File: src/rtl/branch_predictor.sv
`default_nettype none
// branch_predictor: gshare predictor with a speculative GHR, mispredict recovery and counters.
// Rev 1.0
module branch_predictor #(
  parameter int INDEX_BITS = 6,
  parameter int GHR_BITS   = 4
) (
  input  logic                  clk,
  input  logic                  rst_n,
  input  logic [31:0]           pc_F,
  input  logic                  branch_F,
  input  logic                  stall,
  input  logic                  flush,
  output logic                  prediction_F,
  output logic [INDEX_BITS-1:0] pred_index_F,
  output logic [GHR_BITS-1:0]   pred_ghr_F,
  input  logic                  update_en_E,
  input  logic [INDEX_BITS-1:0] update_index_E,
  input  logic [GHR_BITS-1:0]   update_ghr_E,
  input  logic                  prediction_E,
  input  logic                  actual_outcome_E,
  output logic [15:0]           branch_count,
  output logic [15:0]           mispredict_count
);

  localparam int          ENTRIES = 1 << INDEX_BITS;
  localparam logic [15:0] CNT_MAX = 16'hFFFF;

  logic [1:0]            pht [ENTRIES];
  logic [GHR_BITS-1:0]   ghr;
  logic [GHR_BITS-1:0]   recover_ghr;
  logic [GHR_BITS-1:0]   spec_ghr;
  logic [INDEX_BITS-1:0] idx;
  logic                  mispredict;
  logic                  fetch_shift;
  logic                  unused_pc;

  assign idx          = pc_F[INDEX_BITS+1:2] ^ INDEX_BITS'(ghr);
  assign prediction_F = branch_F & pht[idx][1];
  assign pred_index_F = idx;
  assign pred_ghr_F   = ghr;
  assign unused_pc    = ^{pc_F[31:INDEX_BITS+2], pc_F[1:0]};

  assign mispredict  = update_en_E & (prediction_E != actual_outcome_E);
  assign fetch_shift = branch_F & ~stall & ~flush;

  generate
    if (GHR_BITS == 1) begin : g_ghr_single
      logic unused_ghr;
      assign recover_ghr = actual_outcome_E;
      assign spec_ghr    = prediction_F;
      assign unused_ghr  = ^update_ghr_E;
    end else begin : g_ghr_multi
      assign recover_ghr = {update_ghr_E[GHR_BITS-2:0], actual_outcome_E};
      assign spec_ghr    = {ghr[GHR_BITS-2:0], prediction_F};
    end
  endgenerate

  // Training writes the counter Fetch may be reading; Fetch sees the old value this cycle.
  always_ff @(posedge clk or negedge rst_n) begin
    if (!rst_n) begin
      for (int i = 0; i < ENTRIES; i++) pht[i] <= 2'b01;
    end else if (update_en_E) begin
      if (actual_outcome_E && (pht[update_index_E] != 2'b11))
        pht[update_index_E] <= pht[update_index_E] + 2'b01;
      else if (!actual_outcome_E && (pht[update_index_E] != 2'b00))
        pht[update_index_E] <= pht[update_index_E] - 2'b01;
    end
  end

  // Recovery outranks the speculative shift: the Fetch branch is being squashed.
  always_ff @(posedge clk or negedge rst_n) begin
    if (!rst_n)           ghr <= '0;
    else if (mispredict)  ghr <= recover_ghr;
    else if (fetch_shift) ghr <= spec_ghr;
  end

  always_ff @(posedge clk or negedge rst_n) begin
    if (!rst_n) begin
      branch_count     <= '0;
      mispredict_count <= '0;
    end else begin
      if (update_en_E && (branch_count != CNT_MAX))
        branch_count <= branch_count + 16'd1;
      if (mispredict && (mispredict_count != CNT_MAX))
        mispredict_count <= mispredict_count + 16'd1;
    end
  end

endmodule
`default_nettype wire

File: config.mk
export PLATFORM = sky130hd
export DESIGN_NAME = branch_predictor
export DESIGN_NICKNAME = d
export VERILOG_FILES = /design/src/rtl/branch_predictor.sv
export SDC_FILE = /design/constraint.sdc
export NUM_CORES = 1
export LEC_CHECK = 0
export ABC_AREA = 0
export ABC_CLOCK_PERIOD_IN_PS = 10410
export CAP_MARGIN = 0
export CORE_MARGIN = 2
export CORE_UTILIZATION = 60
export CTS_BUF_LIST = sky130_fd_sc_hd__clkbuf_4 sky130_fd_sc_hd__clkbuf_8 sky130_fd_sc_hd__clkbuf_16
export CTS_CLUSTER_DIAMETER = 60
export DETAILED_ROUTE_END_ITERATION = 12
export GPL_TIMING_DRIVEN = 0
export PLACE_DENSITY = 0.91
export SETUP_SLACK_MARGIN = 0.15
export SLEW_MARGIN = 5
export SYNTH_ARGS = -nofsm -noshare
export SYNTH_HDL_FRONTEND = slang
export SYNTH_SLANG_ARGS = --single-unit
File: constraint.sdc
create_clock -name clk -period 10.41 [get_ports clk]
set_clock_uncertainty 0.1 [all_clocks]
set_input_delay 3.123 -clock clk [delete_from_list [all_inputs] [get_ports clk]]
set_output_delay 3.123 -clock clk [all_outputs]
set_load 0.02 [all_outputs]
==> impl_metrics.csv <==
group,metric,value,unit
timing,slew_headroom,27.9,%
grt,grt_pass1_vias,6992,
placement,dp_hpwl,16.7,mm
detailed_routing,vias,6484,
detailed_routing,ant_nets,0,
detailed_routing,wl,24.1,mm
clocking,cts.clk_slew.worst_paths,60,ps
timing,timing.final.crit_share,95.4,%
final_layout,drive_gt1_share,34.6,%
clocking,post-cts-setup-buffers,0,
final_layout,layout_commonest_cell,"mux2_2",
clocking,cts_buffers,17,
synth,synth_top_area_share,29.2,%
floorplanning,dieArea,15300,µm²
critical_path,critPathKind,"in2out",
grt,track_usage,34.0,%
worst_hold_path,hold_path.class,"reg2reg",
floorplanning,die_w,124,µm
detailed_routing,avgViaCountPerCell,6.66,
clocking,numClockSinks,164,
critical_path,r2r_setup_slack,6030,ps
placement,io_buffers,63,
synth,synth-xor-area-share,3.66,%
floorplanning,rows,43,
clocking,max-clock-path-buffers,2,
job,max-cap-violations,0,
clocking,clk-insertion-delay-late,440,ps
pwr,netSwitchingPower,0.597,mW
detailed_routing,remaining_drc_errors,0,
timing,final_hold_viol_count,0,
floorplanning,initial_core_util,61.5,%
pwr,swShare,29.0,%
final_layout,fillCellCount,885,
floorplanning,core_area,13900,µm²
clocking,hold_buffers,0,
synth,synth_fa_ha_area_share,0.584,%
pwr,p_comb_share,23.2,%
synth,yosys-top-cells-area,"dfrtp_1 29%, dfstp_2 20%, mux2_2 17%, mux4_2 7.4%, nor2_1 3.5%",
synth,synth_top_family_by_area,"multiplexers",
synth,synth_seq_cells,164,
clocking,cts_max_level,4,
detailed_routing,firstDrtPassIters,9,
timing,hold_ws,398,ps
critical_path,crit_path_start,"pc_F[3]",
grt,antenna_found_initial,0,
synth,synthDistinctLibCells,53,
synth,synth-simple-area-share,11.1,%
timing,period_minus_slack,9940,ps
synth,synthCells,698,
critical_path,worstPathRequired,7190,ps
grt,grt_pass1_wl,38.0,mm
synth,synth_compound_gate_area_share,5.45,%
synth,yosys_warnings,0,
pwr,clock_power_share,34.8,%
pwr,leakage,4.21,nW
timing,worst_slew_pin_slew,1080,ps
critical_path,path_max_fanout,10,
timing,fmax,101,MHz
clocking,ctsRootBufferMaster,"clkbuf_16",
critical_path,crit_path_end_kind,"primary output",
synth,synth_mux_area_share,28.1,%
floorplanning,die_y,124,µm
final_layout,layout_common_cells,"127 x mux2_2, 100 x dfrtp_1, 79 x nor2_1",
critical_path,reg2reg_to,"pht[119]",
synth,ys_async_sr_fraction,100,%
pwr,vdd_drop_max,0.000147,V
clocking,cts_tree,"yes",
placement,gp_congestion,0.984,
critical_path,cp_data_arrival_time,6710,ps
critical_path,critPathCapture,"prediction_F",
detailed_routing,dr.first_iter.drc_count,769,
pwr,p_int,1.46,mW
timing,setup_viol,0,
outcome,status,"completed",
timing,maxSlewViolCount,0,
final_layout,final_nets,835,
timing,rsz0062_at_grt,"no",
final_layout,syn2layout_area_growth,18.2,%
synth,synth_fp_nets,752,
floorplanning,ios,93,
synth,synth_area,8570,µm²
timing,setup_tns,0,ps
pwr,p_seq_share,42.0,%
synth,synth_top_area_cell,"dfrtp_1",
synth,seq_area_frac_synth,48.8,%
final_layout,n_antenna_cell,0,
grt,grt_max_degree,93,
synth,avgSynthCellArea,12.3,µm²
grt,overflow,0,
pwr,powerDensity,203,nW/µm²
critical_path,r2r_cells,11,
synth,synthFlopType,"dfrtp_1",
clocking,cts-resized-gates,0,
detailed_routing,wl_per_cell,24.7,µm
synth,synth_edf_count,0,
critical_path,start_kind,"input pin",
-- worst max-delay path: stages --
cell and delay (ps):
clkdlybuf4s50_1 470, xor2_1 840, buf_2 500, mux4_2 330
nand4_1 110, nand3_1 130, nor3_1 50, a311oi_1 380
and2_1 190, clkdlybuf4s50_1 590
-- layout make-up --
cell class | count | area, µm² | area share (%)
Multi-Input combinational cell | 492 | 4190 | 41.3
Sequential cell | 164 | 4180 | 41.3
Timing Repair Buffer | 64 | 663 | 6.55
Clock buffer | 21 | 462 | 4.56
Tap cell | 180 | 225 | 2.22
Clock inverter | 11 | 208 | 2.05
Buffer | 37 | 181 | 1.79
Inverter | 5 | 18.8 | 0.185
-- power groups by stage --
stage               logic (mW)  clock network [mW]  registers [mW]
finish                   0.478               0.716           0.864
global route             0.505               0.745           0.876
CTS                      0.473               0.721           0.860
detailed placement       0.467                   0           0.868
global placement         0.446                   0           0.856
floorplan                0.262                   0           0.871
-- metal layers --
layer  up-vias  GRT usage (%)  routed length, µm
li1       2726              -                  -
met1      3219           41.4               8850
met2       392           53.1              11500
met3       147           9.92               2200
met4         0           21.6               1470
met5         -              0                  0
-- per-stage QoR --
| stage | worst slack [ps] | utilization (%) | cells | area, µm² | power, mW |
|---|---|---|---|---|---|
| 2_1_floorplan | 2240 | - | 698 | 8570 | 1.13 |
| 3_3_place_gp | 53.3 | 67.6 | 941 | 9430 | 1.30 |
| 3_5_place_dp | 545 | 67.9 | 942 | 9460 | 1.33 |
| 4_1_cts | 503 | 72.7 | 974 | 10100 | 2.05 |
| 5_1_grt | 344 | 72.7 | 974 | 10100 | 2.13 |
| 6_report | 474 | 72.7 | 974 | 10100 | 2.06 |
-- synth_stat cells, types with 10 or more instances --
master,instances
a22oi_1,11
a221oi_1,13
mux2_2,127
xnor2_1,28
dfrtp_1,100
nand2_1,41
mux2_1,20
dfstp_2,64
mux2i_1,12
a21oi_1,13
nor2_1,79
nand4_1,11
buf_2,10
nor2b_1,11
nand3_1,19
clkbuf_1,19
mux4_2,28
-- cell families after synthesis --
logic type | count (synthesis)
AND/OR/NAND/NOR | 201
multiplexers | 187
buffers and inverters | 42
AO/OA/AOI/OAI | 65
XOR/XNOR | 35
adder cells (fa/ha/maj) | 4
flip-flops | 164
-- how the worst min path moves through the flow --
stage,from,to,slack [ps],cells after the start
finish,branch_count[7],branch_count[7],400,1
global route,branch_count[9],branch_count[9],410,1
CTS,branch_count[9],branch_count[9],400,1
detailed placement,mispredict_count[7],mispredict_count[7],390,1
global placement,branch_count[9],branch_count[9],380,1
floorplan,pht[91],pht[91],370,1
(Power assumes the default switching activity.)
